--- src/rtl/ex_hazard_ctrl_if.sv ---
// Decode-side request and hazard-control response bundle for ex_hazard_ctrl.
// The front end drives the master side; the hazard controller is the slave.
interface ex_hazard_ctrl_if #(
    parameter int unsigned CNTW = 16
) ();
    logic            id_valid;
    logic [2:0]      id_rs;
    logic [2:0]      id_rt;
    logic            id_rs_used;
    logic            id_rt_used;
    logic [2:0]      id_rd;
    logic            id_wr;
    logic            id_load;
    logic            id_ctrl;
    logic            ex_redirect;
    logic            mem_stall;

    logic            stall_id;
    logic            flush;
    logic            ex_valid;
    logic            mem_valid;
    logic            wb_valid;
    logic [1:0]      fwd_a;
    logic [1:0]      fwd_b;
    logic [2:0]      wb_rd;
    logic            wb_wr;
    logic [CNTW-1:0] stall_cnt;
    logic [CNTW-1:0] flush_cnt;

    modport master (
        output id_valid, id_rs, id_rt, id_rs_used, id_rt_used, id_rd, id_wr, id_load,
               id_ctrl, ex_redirect, mem_stall,
        input  stall_id, flush, ex_valid, mem_valid, wb_valid, fwd_a, fwd_b, wb_rd, wb_wr,
               stall_cnt, flush_cnt
    );

    modport slave (
        input  id_valid, id_rs, id_rt, id_rs_used, id_rt_used, id_rd, id_wr, id_load,
               id_ctrl, ex_redirect, mem_stall,
        output stall_id, flush, ex_valid, mem_valid, wb_valid, fwd_a, fwd_b, wb_rd, wb_wr,
               stall_cnt, flush_cnt
    );
endinterface

--- src/rtl/ex_hazard_ctrl.sv ---
// Hazard controller for a 5-stage pipeline: tracks EX/MEM/WB shadow records, detects
// load-use and redirect hazards, registers forwarding selects and counts stall/flush events.
module ex_hazard_ctrl #(
    parameter int unsigned CNTW = 16
) (
    input logic             clk,
    input logic             rst,
    ex_hazard_ctrl_if.slave bus
);

    typedef struct packed {
        logic       valid;
        logic       wr;
        logic       load;
        logic       ctrl;
        logic [2:0] rd;
    } stage_t;

    stage_t          ex_q, ex_d, mem_q, mem_d, wb_q, wb_d;
    logic [1:0]      fwd_a_q, fwd_a_d, fwd_b_q, fwd_b_d;
    logic [CNTW-1:0] stall_cnt_q, stall_cnt_d, flush_cnt_q, flush_cnt_d;

    logic redirect;
    logic load_use;
    logic stall_id;
    logic flush;

    // Nearer stage wins; a load still in EX cannot forward yet.
    function automatic logic [1:0] fwd_sel(input logic used, input logic [2:0] src,
                                           input stage_t ex, input stage_t mem);
        logic [1:0] sel;
        sel = 2'b00;
        if (used) begin
            if (ex.valid && ex.wr && !ex.load && ex.rd == src) begin
                sel = 2'b01;
            end else if (mem.valid && mem.wr && mem.rd == src) begin
                sel = 2'b10;
            end
        end
        return sel;
    endfunction

    always_comb begin
        redirect = bus.ex_redirect & ex_q.valid & ex_q.ctrl;
        load_use = bus.id_valid & ex_q.valid & ex_q.load & ex_q.wr &
                   ((bus.id_rs_used & (bus.id_rs == ex_q.rd)) |
                    (bus.id_rt_used & (bus.id_rt == ex_q.rd)));
        // Priority mem_stall > redirect > load-use; reset masks everything.
        stall_id = rst & (bus.mem_stall | (load_use & ~redirect));
        flush    = rst & ~bus.mem_stall & redirect;
    end

    always_comb begin
        ex_d        = ex_q;
        mem_d       = mem_q;
        wb_d        = wb_q;
        fwd_a_d     = fwd_a_q;
        fwd_b_d     = fwd_b_q;
        stall_cnt_d = stall_cnt_q;
        flush_cnt_d = flush_cnt_q;

        if (stall_id && stall_cnt_q != '1) begin
            stall_cnt_d = stall_cnt_q + CNTW'(1);
        end
        if (flush && flush_cnt_q != '1) begin
            flush_cnt_d = flush_cnt_q + CNTW'(1);
        end

        if (!bus.mem_stall) begin
            wb_d    = mem_q;
            mem_d   = ex_q;
            ex_d    = '0;
            fwd_a_d = 2'b00;
            fwd_b_d = 2'b00;
            if (bus.id_valid && !redirect && !load_use) begin
                ex_d    = '{valid: 1'b1, wr: bus.id_wr, load: bus.id_load,
                            ctrl: bus.id_ctrl, rd: bus.id_rd};
                fwd_a_d = fwd_sel(bus.id_rs_used, bus.id_rs, ex_q, mem_q);
                fwd_b_d = fwd_sel(bus.id_rt_used, bus.id_rt, ex_q, mem_q);
            end
        end
    end

    always_ff @(posedge clk) begin
        if (!rst) begin
            ex_q        <= '0;
            mem_q       <= '0;
            wb_q        <= '0;
            fwd_a_q     <= 2'b00;
            fwd_b_q     <= 2'b00;
            stall_cnt_q <= '0;
            flush_cnt_q <= '0;
        end else begin
            ex_q        <= ex_d;
            mem_q       <= mem_d;
            wb_q        <= wb_d;
            fwd_a_q     <= fwd_a_d;
            fwd_b_q     <= fwd_b_d;
            stall_cnt_q <= stall_cnt_d;
            flush_cnt_q <= flush_cnt_d;
        end
    end

    assign bus.stall_id  = stall_id;
    assign bus.flush     = flush;
    assign bus.ex_valid  = ex_q.valid;
    assign bus.mem_valid = mem_q.valid;
    assign bus.wb_valid  = wb_q.valid;
    assign bus.fwd_a     = fwd_a_q;
    assign bus.fwd_b     = fwd_b_q;
    assign bus.wb_rd     = wb_q.rd;
    assign bus.wb_wr     = rst & wb_q.valid & wb_q.wr & ~bus.mem_stall;
    assign bus.stall_cnt = stall_cnt_q;
    assign bus.flush_cnt = flush_cnt_q;

endmodule

--- src/flat_wrapper.sv ---
// flat-port wrapper written by rule: the top's interface ports become plain ports
module ex_hazard_ctrl_flat 
#(
    parameter int unsigned CNTW = 16
)
  (clk, rst, bus_id_valid, bus_id_rs, bus_id_rt, bus_id_rs_used, bus_id_rt_used, bus_id_rd, bus_id_wr, bus_id_load, bus_id_ctrl, bus_ex_redirect, bus_mem_stall, bus_stall_id, bus_flush, bus_ex_valid, bus_mem_valid, bus_wb_valid, bus_fwd_a, bus_fwd_b, bus_wb_rd, bus_wb_wr, bus_stall_cnt, bus_flush_cnt);
  ex_hazard_ctrl_if #(.CNTW(CNTW)) bus_i ();
  input logic clk;
  input logic rst;
  input wire logic [$bits(bus_i.id_valid)-1:0] bus_id_valid;
  input wire logic [$bits(bus_i.id_rs)-1:0] bus_id_rs;
  input wire logic [$bits(bus_i.id_rt)-1:0] bus_id_rt;
  input wire logic [$bits(bus_i.id_rs_used)-1:0] bus_id_rs_used;
  input wire logic [$bits(bus_i.id_rt_used)-1:0] bus_id_rt_used;
  input wire logic [$bits(bus_i.id_rd)-1:0] bus_id_rd;
  input wire logic [$bits(bus_i.id_wr)-1:0] bus_id_wr;
  input wire logic [$bits(bus_i.id_load)-1:0] bus_id_load;
  input wire logic [$bits(bus_i.id_ctrl)-1:0] bus_id_ctrl;
  input wire logic [$bits(bus_i.ex_redirect)-1:0] bus_ex_redirect;
  input wire logic [$bits(bus_i.mem_stall)-1:0] bus_mem_stall;
  output wire logic [$bits(bus_i.stall_id)-1:0] bus_stall_id;
  output wire logic [$bits(bus_i.flush)-1:0] bus_flush;
  output wire logic [$bits(bus_i.ex_valid)-1:0] bus_ex_valid;
  output wire logic [$bits(bus_i.mem_valid)-1:0] bus_mem_valid;
  output wire logic [$bits(bus_i.wb_valid)-1:0] bus_wb_valid;
  output wire logic [$bits(bus_i.fwd_a)-1:0] bus_fwd_a;
  output wire logic [$bits(bus_i.fwd_b)-1:0] bus_fwd_b;
  output wire logic [$bits(bus_i.wb_rd)-1:0] bus_wb_rd;
  output wire logic [$bits(bus_i.wb_wr)-1:0] bus_wb_wr;
  output wire logic [$bits(bus_i.stall_cnt)-1:0] bus_stall_cnt;
  output wire logic [$bits(bus_i.flush_cnt)-1:0] bus_flush_cnt;
  assign bus_i.id_valid = bus_id_valid;
  assign bus_i.id_rs = bus_id_rs;
  assign bus_i.id_rt = bus_id_rt;
  assign bus_i.id_rs_used = bus_id_rs_used;
  assign bus_i.id_rt_used = bus_id_rt_used;
  assign bus_i.id_rd = bus_id_rd;
  assign bus_i.id_wr = bus_id_wr;
  assign bus_i.id_load = bus_id_load;
  assign bus_i.id_ctrl = bus_id_ctrl;
  assign bus_i.ex_redirect = bus_ex_redirect;
  assign bus_i.mem_stall = bus_mem_stall;
  assign bus_stall_id = bus_i.stall_id;
  assign bus_flush = bus_i.flush;
  assign bus_ex_valid = bus_i.ex_valid;
  assign bus_mem_valid = bus_i.mem_valid;
  assign bus_wb_valid = bus_i.wb_valid;
  assign bus_fwd_a = bus_i.fwd_a;
  assign bus_fwd_b = bus_i.fwd_b;
  assign bus_wb_rd = bus_i.wb_rd;
  assign bus_wb_wr = bus_i.wb_wr;
  assign bus_stall_cnt = bus_i.stall_cnt;
  assign bus_flush_cnt = bus_i.flush_cnt;
  ex_hazard_ctrl #(.CNTW(CNTW)) u_core (.clk(clk), .rst(rst), .bus(bus_i));
endmodule
--- config.mk ---
export PLATFORM = sky130hd
export DESIGN_NAME = ex_hazard_ctrl_flat
export DESIGN_NICKNAME = d
export VERILOG_FILES = /design/src/rtl/ex_hazard_ctrl_if.sv /design/src/rtl/ex_hazard_ctrl.sv /design/src/flat_wrapper.sv
export SDC_FILE = /design/constraint.sdc
export NUM_CORES = 1
export LEC_CHECK = 0
export BUFFER_PORTS_ARGS = -buffer_cell sky130_fd_sc_hd__buf_2
export CAP_MARGIN = 20
export CORE_ASPECT_RATIO = 1.1
export CORE_MARGIN = 3
export CORE_UTILIZATION = 57
export CTS_CLUSTER_DIAMETER = 50
export DETAILED_ROUTE_END_ITERATION = 12
export PLACE_DENSITY = 0.89
export REMOVE_ABC_BUFFERS = 1
export SLEW_MARGIN = 10
export SYNTH_ARGS = -nofsm -noshare
export SYNTH_HDL_FRONTEND = slang
export SYNTH_SLANG_ARGS = --single-unit
export TNS_END_PERCENT = 30
--- constraint.sdc ---
create_clock -name clk -period 3.4 [get_ports clk]
set_input_delay 0.17 -clock clk [delete_from_list [all_inputs] [get_ports clk]]
set_output_delay 0.17 -clock clk [all_outputs]
set_load 0.005 [all_outputs]
* After elaboration in Yosys (flattened, before gate mapping)
Index checks and enable logic that the tools add are counted.
** Operators by class
- Add/subtract/negate cells :: 2
- Equality and inequality tests :: 8
- Multiplexer cells :: 9
- Bitwise gates (word level) :: 19
- Reduce and logical (&&, ||, !) cells :: 14
** Operator list (count)
- 16-bit by 1-bit adder with 16-bit output (second input constant) :: 2
- 16-bit != test (second input constant) :: 2
- 3-bit equality test :: 6
- 2-bit two-way mux :: 8
- 1-bit AND :: 15
- 1-bit logical AND :: 11
- 7-bit two-way mux :: 1
- 1-bit zero test :: 3
- 1-bit inverter :: 2
- 1-bit OR :: 2
** Word-level totals
- Register bits :: 53

* Logic depth before layout (Yosys ltp)
- Word-level depth :: 8
- Mapped depth :: 8
- Depth with buffers taken out :: 6

* Worst setup path before layout
No wires, ideal clock.
- Path kind :: reg2reg
- Start point :: reg u_core.flush_cnt_q[0], in the netlist u_core.bus.flush_cnt[0]
- End point :: reg u_core.flush_cnt_q[1], in the netlist u_core.bus.flush_cnt[1]
- Setup time :: 0.128 ns
- Arrival time :: 1.604 ns
- Required time :: 3.272 ns
- Setup slack :: 1.668 ns
- Cell stages (with the launch flop) :: 9
- Buffers on the path :: 2
- Clock period less this slack :: 1.732 ns
- Cells stage by stage :: dfxtp_1 -> ha_1 -> and2_1 -> clkbuf_1 -> and2_0 -> clkbuf_1 -> a21oi_1 -> mux2i_1 -> nor2_1
** On the way
- Longest elaborated chain between the ends :: 2
- Elaborated cells between the ends (all ways) :: 3
** RTL lines
- start, declared :: RTL line ex_hazard_ctrl.sv:21 : logic [CNTW-1:0] stall_cnt_q, stall_cnt_d, flush_cnt_q, flush_cnt_d;
- start signal, assigned :: RTL line ex_hazard_ctrl.sv:100 : flush_cnt_q <= flush_cnt_d;
- parallel branches: the longest is 2 deep, another holds 16-bit by 1-bit adder with 16-bit output
Parallel ways; which one is timed is not known.
A chain may end at the register's enable or synchronous reset.

* Final worst setup path
- Start point :: reg u_core.stall_cnt_q[0], in the netlist u_core.bus.stall_cnt[0]
- End point :: reg u_core.stall_cnt_q[4], in the netlist u_core.bus.stall_cnt[4]
** On the way
- Longest elaborated chain between the ends :: 2
- Elaborated cells between the ends (all ways) :: 3
** RTL lines
- start, declared :: RTL line ex_hazard_ctrl.sv:21
- start signal, assigned :: RTL line ex_hazard_ctrl.sv:99 : stall_cnt_q <= stall_cnt_d;
- parallel branches: the longest is 2 deep, another holds 16-bit by 1-bit adder with 16-bit output
Parallel ways; which one is timed is not known.

==> flow_summary.rst <==
.. list-table::
   :header-rows: 1

   * - Metric
     - Value
   * - Worst setup path class
     - register to register
   * - Number of slew-limit violations in the final report
     - 0
   * - Mapped Area
     - 2670 um^2
   * - Yosys warning count
     - 0
   * - Mapped Cells
     - 304
   * - Area fraction of the dominant cell type after synthesis
     - 39.8%
   * - Post-DR vias/cell
     - 5.95
   * - Fraction of registers with async set or reset after synthesis
     - 0%
   * - Synth cell types
     - 50
   * - Final critical-path share of the clock period
     - 58.5%
   * - Most used flip-flop cell after synthesis
     - sky130_fd_sc_hd__dfxtp_1
   * - Final hold viol count
     - 0
   * - Switching Share
     - 23.9%
   * - Clock tree from TritonCTS
     - done
   * - Number of antenna violations at the first check in global routing
     - 0
   * - Total leakage power
     - 1.26 nW
   * - Power after layout
     - 1.11 mW
   * - Die footprint
     - 5540 um^2
   * - Top cell types by occurrence after synthesis
     - sky130_fd_sc_hd__dfxtp_1 (53), sky130_fd_sc_hd__nor2_1 (28), sky130_fd_sc_hd__nand2_1 (26)
   * - Total via count after detailed routing
     - 2457
   * - Detailed-route wire length
     - 6.20 mm
   * - Setup repair after global routing missed its margin
     - no
   * - Startpoint Class
     - register
   * - Total iterations of the first detailed-routing run
     - 4
   * - Fraction of the yosys area taken by sequential cells
     - 39.8%
   * - CP bufs+invs
     - 1
   * - Cell types with the largest area share after synthesis
     - sky130_fd_sc_hd__dfxtp_1 (40%), sky130_fd_sc_hd__mux2i_1 (6.8%), sky130_fd_sc_hd__xnor2_1 (5.9%)
   * - Worst-Margin Slew
     - 660 ps
   * - Worst Setup End Kind
     - register
   * - Post-layout net count
     - 379
   * - Antenna Violating Nets Remaining
     - 0
   * - Final design area excluding fillers
     - 3070 um^2
   * - Placed Instances
     - 405
   * - Data arrival time of the critical path
     - 2240 ps
   * - Maximum buffer depth of the clock tree
     - 2
   * - Maximum number of pins on one net before global-route repair
     - 34
   * - Starting DRC count in detailed routing
     - 131
   * - Clock root cell
     - sky130_fd_sc_hd__clkbuf_8
   * - Starting utilization of the core area
     - 60.5%
   * - Cell type with the largest total area after synthesis
     - sky130_fd_sc_hd__dfxtp_1
   * - Core Area
     - 4410 um^2
   * - Site row count
     - 25
   * - Number of primary I/O pins
     - 64
   * - Flip-flop and latch count after synthesis
     - 53
   * - Finish-stage setup viols
     - 0
   * - Post-CTS Setup Inserts
     - 0
   * - Clock insertion delay at the later pin of the skew report
     - 310 ps
   * - P_sw
     - 264 uW
   * - Hold crit path type
     - input port to register
   * - Worst Path Max Fanout
     - 24
   * - Number of hold buffers added after cts
     - 0
   * - Part of the power in combinational logic
     - 7.6%
   * - Post-synthesis area per instance
     - 8.77 um^2
   * - Post-placement cell area
     - 2970 um^2
   * - Portion of total power attributed to sequential cells
     - 57.4%
   * - Total CTS buffers
     - 5
   * - Maximum operating frequency
     - 0.503 GHz
   * - Peak VDD IR
     - 0.254 mV
   * - Worst relative slew slack
     - 56.0%
   * - DR WL/cell
     - 15.0 um
   * - Top delay family on crit path
     - simple AND/OR/NAND/NOR gates
   * - Hold slack
     - 79.6 ps
   * - Global-route wire length before repair
     - 10.6 mm
   * - Slowest library cell on the worst path
     - sky130_fd_sc_hd__or4_1
   * - Post-layout min period
     - 1990 ps
   * - Total GRT Usage
     - 23.6%
   * - Final-layout fill cell count
     - 361
   * - Max-cap viol count
     - 0
   * - Most common cell in the synthesized netlist
     - sky130_fd_sc_hd__dfxtp_1
   * - Number of H-tree branching levels
     - 2
   * - Endpoint required time on the critical path
     - 3650 ps
   * - Global placer's final weighted congestion
     - 0.807
   * - Number of global-route vias before repair
     - 2346
   * - Maximum clock skew at final layout
     - 12.6 ps
   * - CTS resizes
     - 0
   * - Total of buffers placed on input and output ports
     - 63
   * - DR DRC count
     - 0
   * - Width of the die
     - 71.2 um
   * - Layout cell share with drive strength beyond 1
     - 22.0%
   * - Number of clock sinks
     - 53
   * - Clock transition time at the flip-flop clock pins of the worst setup and hold paths
     - 90 ps
   * - Number of enable-type register cells in the synthesized netlist
     - 0
   * - Status
     - completed
   * - P per Cell Area
     - 361 nW/um^2
   * - Area growth syn-to-layout
     - 15.1%
   * - P_int
     - 844 uW
   * - ANT cells
     - 0
   * - Post-DP HPWL
     - 4.43 mm
   * - Non-filler cells, final
     - 413
   * - Share of power burned in the clock network
     - 35.0%
   * - Biggest cell delay along the critical path
     - 550 ps
   * - Die outline height
     - 77.8 um
   * - GR Overflow Total
     - 0
   * - Cell chain of the critical path
     - ha_1 -> inv_1 -> nor2_1 -> a21o_1 -> or4_1 -> a21oi_1
   * - Total Negative Setup Slacks
     - 0 ps
## cell type report
cell class              count  area [um^2]  share of cell area (%)
multi-input cells         228         1490                    48.6
clock buffers               7         96.3                    3.14
repair buffers             65          330                    10.8
clock inverters             1         5.00                   0.163
inverters                   5         18.8                   0.611
flip-flops and latches     53         1060                    34.6
well taps                  54         67.6                    2.20
## power groups by stage
| stage | sequential [mW] | clock (mW) | combinational, mW |
|---|---|---|---|
| 6_report | 0.636 | 0.388 | 0.0843 |
| 3_3_place_gp | 0.649 | 0 | 0.0807 |
| 2_1_floorplan | 0.649 | 0 | 0.0448 |
| 3_5_place_dp | 0.650 | 0 | 0.0837 |
| 5_1_grt | 0.637 | 0.427 | 0.0924 |
| 4_1_cts | 0.636 | 0.394 | 0.0841 |
## registers in the layout, indices dropped and copies added, names as in the netlist
signal	count
u_core.bus.flush_cnt	16
u_core.bus.stall_cnt	16
u_core.ex_q	6
u_core.mem_q	4
u_core.bus.wb_rd	3
u_core.bus.fwd_a	2
u_core.bus.fwd_b	2
u_core.bus.ex_valid	1
u_core.bus.mem_valid	1
u_core.bus.wb_valid	1
u_core.wb_q	1
## worst reg2reg max path: cells and delay by family (launching register included)
kind | cells | cell delay (ps)
buffers and inverters | 1 | 110
flip-flops | 1 | 370
AND/OR/NAND/NOR | 2 | 600
AO/OA/AOI/OAI | 2 | 550
adder cells (fa/ha/maj) | 1 | 300
## cell usage in the layout (no fill, tap or decap), types with 2 or more instances in the layout
master and count:
sky130_fd_sc_hd__buf_2 63, sky130_fd_sc_hd__dfxtp_1 53, sky130_fd_sc_hd__nor2_1 28, sky130_fd_sc_hd__nand2_1 26, sky130_fd_sc_hd__xnor2_1 18, sky130_fd_sc_hd__mux2i_1 18, sky130_fd_sc_hd__a21oi_1 14, sky130_fd_sc_hd__nand3_1 14
sky130_fd_sc_hd__nand4_1 11, sky130_fd_sc_hd__or4_1 8, sky130_fd_sc_hd__nand2b_1 7, sky130_fd_sc_hd__o31ai_1 7, sky130_fd_sc_hd__clkbuf_8 7, sky130_fd_sc_hd__a22o_1 6, sky130_fd_sc_hd__nor3_1 6, sky130_fd_sc_hd__nor4_1 6
sky130_fd_sc_hd__and4_1 5, sky130_fd_sc_hd__and3_1 5, sky130_fd_sc_hd__o21ai_0 5, sky130_fd_sc_hd__inv_1 4, sky130_fd_sc_hd__or3_1 4, sky130_fd_sc_hd__a2111oi_0 4, sky130_fd_sc_hd__xor2_1 4, sky130_fd_sc_hd__and2_1 3
sky130_fd_sc_hd__nand3b_1 2, sky130_fd_sc_hd__a21o_1 2, sky130_fd_sc_hd__o211ai_1 2, sky130_fd_sc_hd__a31oi_1 2, sky130_fd_sc_hd__a211oi_1 2, sky130_fd_sc_hd__o41ai_1 2, sky130_fd_sc_hd__ha_1 2, sky130_fd_sc_hd__buf_4 2
## path summary, 6_finish.rpt
path | from | endpoint | depth (start not counted) | slack, ps
min | bus_id_rd[2] | u_core.ex_q[2] | 2 | 80
min reg2reg | u_core.bus.fwd_b[0] | u_core.bus.fwd_b[0] | 2 | 460
max reg2reg | u_core.bus.stall_cnt[0] | u_core.bus.stall_cnt[4] | 6 | 1410
max | u_core.bus.stall_cnt[0] | u_core.bus.stall_cnt[4] | 6 | 1410
## cell families (layout without fill, tap and decap cells)
family	count (synthesis)	in the layout	share of synthesized area, %
and+or+nand+nor	132	132	26.5
adders and majority gates	2	2	0.938
xor gates and xnor gates	22	22	7.22
AOI/OAI and AO/OA	54	54	14.4
muxes	18	18	6.75
DFF	53	53	39.8
buffers and inverters	23	78	4.36
## through the flow
step / setup slack, ps / utilization (%)
detailed placement: 1440 / 67.3
floorplan: 1510 / -
global route: 1260 / 69.6
finish: 1410 / 69.6
global placement: 1520 / 67.3
CTS: 1420 / 69.6
## per-layer routing
metal,wire length [um],global-route usage [%]
met1,2720,29.4
met3,369,5.83
met2,3000,39.2
met4,104,8.08
met5,0,0
No activity file was read; power rests on OpenSTA's default activity.
